--- src/rtl/id_rom_pkg.sv ---
// id_rom_pkg: shared state encoding, sentinel and default sizes for the ID ROM search controller
package id_rom_pkg;
    localparam int DEF_ADDR_W   = 3;
    localparam int DEF_DATA_W   = 16;
    localparam int DEF_ROM_LAT  = 2;
    localparam int DEF_MAX_FAIL = 3;
    localparam int ID_SENTINEL  = 0;
    typedef enum logic [1:0] {IDLE, WAIT, CMP, DONE} state_t;
endpackage

--- src/rtl/rom_lat_timer.sv ---
// rom_lat_timer: loadable down-counter, expired while the count sits at zero
module rom_lat_timer #(
    parameter int W = 2
) (
    input  logic         clk,
    input  logic         rst,
    input  logic         load,
    input  logic [W-1:0] value,
    output logic         expired
);
    logic [W-1:0] cnt;
    always_ff @(posedge clk) begin
        if (!rst) cnt <= '0;
        else if (load) cnt <= value;
        else if (cnt != '0) cnt <= cnt - 1'b1;
    end
    assign expired = cnt == '0;
endmodule

--- src/rtl/id_rom_search_ctrl.sv ---
// id_rom_search_ctrl: linear ID ROM lookup with optional consecutive-miss lockout (ID_LOCKOUT_EN)
module id_rom_search_ctrl
    import id_rom_pkg::*;
#(
    parameter int ADDR_W   = DEF_ADDR_W,
    parameter int DATA_W   = DEF_DATA_W,
    parameter int ROM_LAT  = DEF_ROM_LAT,
    parameter int MAX_FAIL = DEF_MAX_FAIL
) (
    input  logic              clk,
    input  logic              rst,
    input  logic              req,
    input  logic [DATA_W-1:0] id_in,
    input  logic [DATA_W-1:0] q,
    output logic [ADDR_W-1:0] address,
    output logic              busy,
    output logic              done,
    output logic              found,
    output logic [ADDR_W-1:0] match_idx,
    output logic              locked
);
    localparam int TW = $clog2(ROM_LAT + 1);
    localparam logic [DATA_W-1:0] SENT = DATA_W'(ID_SENTINEL);
    state_t state, nxt;
    logic [DATA_W-1:0] key;
    logic load, expired, hit, last, lock_now;
    // The timer is loaded with ROM_LAT-1 so WAIT lasts exactly ROM_LAT cycles
    rom_lat_timer #(.W(TW)) u_timer (
        .clk(clk), .rst(rst), .load(load), .value(TW'(ROM_LAT - 1)), .expired(expired)
    );
    assign hit  = q != SENT && q == key;
    assign last = address == {ADDR_W{1'b1}};
    always_comb begin
        nxt  = state;
        load = 1'b0;
        case (state)
            IDLE: if (req) begin
                nxt  = (id_in == SENT || lock_now) ? DONE : WAIT;
                load = 1'b1;
            end
            WAIT: nxt = expired ? CMP : WAIT;
            CMP: begin
                nxt  = (q == SENT || hit || last) ? DONE : WAIT;
                load = nxt == WAIT;
            end
            default: nxt = IDLE;
        endcase
    end
    always_ff @(posedge clk) begin
        if (!rst) begin
            state     <= IDLE;
            key       <= '0;
            address   <= '0;
            found     <= 1'b0;
            match_idx <= '0;
        end else begin
            state <= nxt;
            if (state == IDLE && req) begin
                key       <= id_in;
                found     <= 1'b0;
                match_idx <= '0;
                if (nxt == WAIT) address <= '0;
            end
            if (state == CMP && hit) begin
                found     <= 1'b1;
                match_idx <= address;
            end else if (state == CMP && nxt == WAIT) begin
                address <= address + 1'b1;
            end
        end
    end
    assign busy = state == WAIT || state == CMP;
    assign done = state == DONE;
`ifdef ID_LOCKOUT_EN
    localparam int FW = $clog2(MAX_FAIL + 1);
    logic [FW-1:0] fail_cnt;
    always_ff @(posedge clk) begin
        if (!rst) begin
            fail_cnt <= '0;
            locked   <= 1'b0;
        end else if (state == CMP && nxt == DONE) begin
            if (hit) fail_cnt <= '0;
            else if (fail_cnt != FW'(MAX_FAIL)) begin
                fail_cnt <= fail_cnt + 1'b1;
                if (fail_cnt == FW'(MAX_FAIL - 1)) locked <= 1'b1;
            end
        end
    end
    assign lock_now = locked;
`else
    assign locked   = 1'b0;
    assign lock_now = 1'b0;
`endif
endmodule

--- config.mk ---
export PLATFORM = sky130hd
export DESIGN_NAME = id_rom_search_ctrl
export DESIGN_NICKNAME = d
export VERILOG_FILES = /design/src/rtl/id_rom_pkg.sv /design/src/rtl/rom_lat_timer.sv /design/src/rtl/id_rom_search_ctrl.sv
export SDC_FILE = /design/constraint.sdc
export NUM_CORES = 1
export LEC_CHECK = 0
export CAP_MARGIN = 0
export CORE_UTILIZATION = 50
export CTS_CLUSTER_SIZE = 24
export DETAILED_ROUTE_END_ITERATION = 16
export HOLD_SLACK_MARGIN = 0.08
export PLACE_DENSITY_LB_ADDON = 0.25
export SYNTH_ARGS = -nofsm -noshare
export SYNTH_HDL_FRONTEND = slang
export SYNTH_SLANG_ARGS = --single-unit
--- constraint.sdc ---
create_clock -name clk -period 3 [get_ports clk]
set_input_delay 0.45 -clock clk [delete_from_list [all_inputs] [get_ports clk]]
set_output_delay 0.45 -clock clk [all_outputs]
set_load 0.05 [all_outputs]
==> results.json, run 1 <==
{
  "status": "completed",
  "finalPower_mw": 1.06,
  "register_area_um2": 541,
  "critical-path-slowest-cell": "clkdlybuf4s50_1",
  "cts_tree": "yes",
  "relSlewSlack": 0.415,
  "place.port_buffers": 43,
  "finalSetupTns_ns": 0,
  "synth-seq-cells": 27,
  "p_comb_frac": 0.419,
  "timing.final.crit_share": 0.777,
  "drive_gt1_frac": 0.0376,
  "timing.final.ws_setup_ns": 0.668,
  "ys_seq_area_frac": 0.367,
  "rsz0062_at_grt": "no",
  "clk_path_buf_depth": 2,
  "critPathArrivalTime_ns": 1.88,
  "die_height_um": 56.2,
  "cts_resized": 0,
  "power_frac_seq": 0.433,
  "utilization": 0.695,
  "synth_cell_types": 31,
  "nets": 256,
  "via_count": 1338,
  "grt_pass1_vias": 1362,
  "grt_usage": 0.234,
  "syn2layout_area_growth_pct": 31.5,
  "die_w_um": 56.2,
  "path_max_fanout": 4,
  "ant_nets": 0,
  "cts.sinks": 27,
  "grt_pass1_wl_um": 5910,
  "maxSlewViolCount": 0,
  "whs_ns": 0.491,
  "antenna_found_initial": 0,
  "rrSetupSlack_ns": 1.21,
  "boundaryPins": 45,
  "grt_max_degree": 30,
  "netlist_area_mm2": 0.00147,
  "multiInputGateArea_um2": 867,
  "row_count": 19,
  "setup_viol": 0,
  "worstMarginPinSlew_ns": 0.875,
  "yosysWarningCount": 0,
  "p_leak_nw": 0.708,
  "cts_hold_buf": 0,
  "max_cap_violations": 0,
  "drc_errors": 0,
  "netlist_top_cells_area": "dfxtp_1, nand2_1, xnor2_1",
  "clock_skew_ns": 0.00236,
  "wl_met2_um": 1670,
  "netSwitchingFraction": 0.381,
  "max_freq_ghz": 0.429,
  "fin_area_mm2": 0.00193,
  "gp_congestion": 0.886,
  "post-route-min-period_ns": 2.33,
  "wl_met1_um": 1470,
  "avgViaCountPerCell": 5.48,
  "p_clk_frac": 0.147,
  "synth_largest_area_cell": "dfxtp_1",
  "endpoint_kind": "output port",
  "slowest_delay_ns": 0.79,
  "synthCells": 174,
  "core_mm2": 0.00278,
  "switching_power_mw": 0.404,
  "cp-start-kind": "flop",
  "h-tree-depth": 1,
  "dp_slack_ns": 0.611,
  "met3_length_um": 202,
  "clkTransAtPathRegs_ns": 0.14,
  "vdd.ir_drop.worst_v": 0.000663,
  "die_area_mm2": 0.00316,
  "path_cells": "inv_1 > ha_1 > clkdlybuf4s50_1",
  "overflow": 0,
  "placedCellCount": 240,
  "drt_iter0_drc": 69,
  "clk_latency_ns": 0.32,
  "numCtsBuffers": 3,
  "dp_hpwl_um": 2650,
  "drt_first_pass_iters": 4,
  "min_path_type": "flop to flop",
  "wl_per_cell_um": 13.8,
  "fillerInstances": 227,
  "power_density_mw_per_mm2": 549,
  "antenna_cells": 0,
  "finalWirelength_um": 3360,
  "initial_core_util": 0.529,
  "fin_cells": 244,
  "path_class": "flop to output port",
  "post-cts-setup-buffer-count": 0,
  "critPathRequiredTime_ns": 2.55,
  "synth_top_area_share": 0.367,
  "synth.avg_cell_area_um2": 8.46,
  "p_int_mw": 0.657,
  "root_buffer": "clkbuf_4",
  "place_area_mm2": 0.00191,
  "syn_nets": 216,
  "hold_viol": 0,
  "top_layer": "met4"
}
registers in the layout (all words and copies together), names as in the netlist:
name         flops
u_timer.cnt      2
state            2
match_idx        3
found            1
address          3
key             16
power groups by stage:
stage          clock (mW)  combinational (mW)  sequential (mW)
2_1_floorplan           0               0.321            0.465
3_3_place_gp            0               0.427            0.465
3_5_place_dp            0               0.444            0.469
4_1_cts             0.158               0.448            0.460
5_1_grt             0.174               0.502            0.468
6_report            0.156               0.445            0.460
cells by family (layout without fill, tap and decap cells):
group	Yosys count	after routing	share of synthesized area
compound gates	33	33	0.173
xor+xnor	17	17	0.101
fa+ha+maj	7	7	0.0595
buf+inv	16	55	0.0434
flops	27	27	0.367
other cells	1	1	0.00255
simple gates	73	73	0.253
final cells by class:
cell class	instances	area share
Clock buffer	3	0.0116
Sequential cell	27	0.279
Inverter	8	0.0155
Multi-Input combinational cell	131	0.448
Timing Repair Buffer	43	0.223
Clock inverter	1	0.00259
Tap cell	31	0.0201
path summary, 6_finish.rpt:
| kind | cells after the start | from | to |
|---|---|---|---|
| setup / recovery | 3 | state[0]$_SDFF_PN0_ | busy |
| hold / removal | 2 | key[4]$_SDFFE_PN0P_ | key[4]$_SDFFE_PN0P_ |
| setup reg to reg | 6 | key[10]$_SDFFE_PN0P_ | match_idx[1]$_SDFFE_PN0P_ |
| hold reg to reg | 2 | key[4]$_SDFFE_PN0P_ | key[4]$_SDFFE_PN0P_ |
worst max-delay path: cells and delay by family, from the launching register on:
kind,cells,cell delay [ns]
buffers and inverters,2,0.87
adders and majority gates,1,0.28
DFF,1,0.41
synthesized netlist by cell type, drive strengths merged:
cell type	instances
o21ai	1
nand3	1
clkbuf	7
buf	1
o2bb2ai	3
nand2b	1
o31ai	1
nand4	7
and3	4
conb	1
and2	4
o22ai	1
nor4	7
o21a	4
ha	7
or3	1
inv	8
nand2	38
dfxtp	27
nor2b	1
o2111ai	1
xnor2	16
nor2	6
a21boi	19
nor3	2
nor4b	1
a21oi	2
a22oi	1
xor2	1
cell usage in the layout, fill, tap and decap left out:
cell             instances
clkbuf_4                 3
nand2_1                 38
nor4_1                   6
and3_1                   4
o2bb2ai_1                3
a22oi_1                  1
nand4_1                  7
nor2_1                   6
o2111ai_2                1
nor4b_1                  1
and2_1                   4
a21boi_2                 1
clkdlybuf4s50_1         43
xnor2_1                 16
nor3_1                   2
nor4_4                   1
or3_1                    1
clkinv_2                 1
o21a_1                   4
o21ai_0                  1
a21boi_0                18
o22ai_1                  1
xor2_1                   1
ha_1                     7
conb_1                   1
nand3_4                  1
nand2b_1                 1
inv_1                    8
a21oi_1                  2
o31ai_1                  1
nor2b_1                  1
dfxtp_1                 27
per-layer routing:
layer | GRT usage | vias up
met5 | 0 | -
met4 | 0.0801 | 0
met3 | 0.0442 | 4
met2 | 0.412 | 43
met1 | 0.284 | 621
li1 | - | 670
No activity file was read; power rests on OpenSTA's default activity.
==> run 2: changes to the inputs <==
- CORE_UTILIZATION: 50 -> 46
- clock period: 3 -> 2.2 ns (I/O delays scaled with it)
==> results.json, run 2 (synthesized netlist as in run 1, its figures left out) <==
{
  "status": "completed",
  "cts.sinks": 27,
  "vdd.ir_drop.worst_v": 0.000869,
  "rrSetupSlack_ns": 0.38,
  "avgViaCountPerCell": 5.11,
  "power_frac_seq": 0.424,
  "nets": 266,
  "min_path_type": "flop to flop",
  "path_cells": "clkdlybuf4s50_1 > xnor2_1 > nand4_1 > nor4_4 > buf_4 > o31ai_1 > o2111ai_2 > o2bb2ai_1",
  "clk_latency_ns": 0.33,
  "p_leak_nw": 0.775,
  "clkTransAtPathRegs_ns": 0.15,
  "worstHoldStart": "found$_SDFFE_PN0P_",
  "numCtsBuffers": 3,
  "slowest_delay_ns": 0.47,
  "via_count": 1364,
  "p_clk_frac": 0.147,
  "cts_tree": "yes",
  "wl_per_cell_um": 13.6,
  "finalPower_mw": 1.49,
  "finalWirelength_um": 3620,
  "mostFrequentLayoutCells": "clkdlybuf4s50_1, nand2_1, dfxtp_1",
  "whs_ns": 0.485,
  "syn2layout_area_growth_pct": 37.7,
  "cts_resized": 0,
  "path_class": "input pin to flop",
  "overflow": 0,
  "largest_register": "key",
  "endpoint_kind": "flop",
  "finalSetupTns_ns": 0,
  "path_max_fanout": 4,
  "power_density_mw_per_mm2": 734,
  "post-route-min-period_ns": 1.94,
  "grt_pass1_vias": 1329,
  "timing.final.crit_share": 0.883,
  "post-cts-setup-buffer-count": 0,
  "worstMarginPinSlew_ns": 0.498,
  "cp-start-kind": "input pin",
  "p_comb_frac": 0.429,
  "setup_viol": 0,
  "grt_usage": 0.231,
  "gp_congestion": 0.937,
  "grt_max_degree": 17,
  "ant_nets": 0,
  "antenna_found_initial": 0,
  "die_area_mm2": 0.00343,
  "timing.final.ws_setup_ns": 0.257,
  "clock_skew_ns": 0.00111,
  "drive_gt1_frac": 0.0852,
  "boundaryPins": 45,
  "root_buffer": "clkbuf_4",
  "switching_power_mw": 0.574,
  "max_freq_ghz": 0.515,
  "p_int_mw": 0.913,
  "drc_errors": 0,
  "h-tree-depth": 1,
  "relSlewSlack": 0.668,
  "antenna_cells": 0,
  "max_cap_violations": 0,
  "die_w_um": 58.6,
  "hold_viol": 0,
  "place.port_buffers": 43,
  "critPathRequiredTime_ns": 2.44,
  "critical-path-slowest-cell": "clkdlybuf4s50_1",
  "top_regs": "key x16, address x3, match_idx x3",
  "drt_first_pass_iters": 4,
  "largest_register_ffs": 16,
  "dp_slack_ns": -0.0642,
  "grt_pass1_wl_um": 6000,
  "die_height_um": 58.6,
  "row_count": 20,
  "whs_path_depth": 2,
  "rr_worst_depth": 7,
  "layout_commonest_cell": "clkdlybuf4s50_1",
  "r2r_end": "address[1]$_SDFF_PN0_",
  "initial_core_util": 0.482,
  "clk_path_buf_depth": 2,
  "rsz0062_at_grt": "no",
  "core_mm2": 0.00305,
  "cts_hold_buf": 0,
  "worst_r2r_startpoint": "key[1]$_SDFFE_PN0P_",
  "hold-path-endpoint": "found$_SDFFE_PN0P_",
  "drt_iter0_drc": 43,
  "critPathArrivalTime_ns": 2.18,
  "netSwitchingFraction": 0.386,
  "maxSlewViolCount": 0,
  "dp_hpwl_um": 2930
}
## run 2: cell count changes in the layout (fill, tap and decap cells not counted)
cell	previous run	this run
buf_4	0	11
clkdlybuf4s50_1	43	41
dlymetal6s2s_1	0	1
## run 2: power groups by stage
stage	combinational, mW	clock (mW)	sequential (mW)
2_1_floorplan	0.437	0	0.634
4_1_cts	0.642	0.224	0.630
5_1_grt	0.709	0.243	0.639
3_5_place_dp	0.638	0	0.643
6_report	0.638	0.219	0.630
3_3_place_gp	0.610	0	0.635
## run 2: per-stage QoR
step,util,std cells,cell area [um2]
2_1_floorplan,-,174,1470
3_3_place_gp,0.654,263,2000
3_5_place_dp,0.654,263,2000
4_1_cts,0.663,267,2020
5_1_grt,0.664,267,2030
6_report,0.664,267,2030
## run 2: worst max path at each step
| stage | to | startpoint |
|---|---|---|
| after CTS | done | state[0]$_SDFF_PN0_ |
| after floorplan | address[0]$_SDFF_PN0_ | address[0]$_SDFF_PN0_ |
| final | address[1]$_SDFF_PN0_ | q[0] |
| after detailed placement | address[1]$_SDFF_PN0_ | q[7] |
| after global placement | match_idx[0]$_SDFFE_PN0P_ | q[10] |
| after global routing | address[0]$_SDFF_PN0_ | q[14] |
## run 2: per-layer routing
layer / global-route usage / vias to the layer above / routed length (um)
met5: 0 / - / 0
li1: - / 693 / -
met3: 0.0527 / 2 / 212
met4: 0.0442 / 0 / 17
met1: 0.284 / 629 / 1590
met2: 0.415 / 40 / 1810
## run 2: cell type report
| type | instances | area [um2] |
|---|---|---|
| fillers | 264 | 1030 |
| clock inverters | 1 | 5.00 |
| inverters | 8 | 30.0 |
| repair buffers | 53 | 505 |
| flip-flops and latches | 27 | 541 |
| well taps | 44 | 55.1 |
| multi-input cells | 131 | 867 |
| clock buffers | 3 | 22.5 |
## run 2: critical path: cells and delay by family
family / cells / cell delay [ns]
and+or+nand+nor: 2 / 0.21
xor gates and xnor gates: 1 / 0.16
buffers and inverters: 2 / 0.63
AOI/OAI and AO/OA: 3 / 0.85
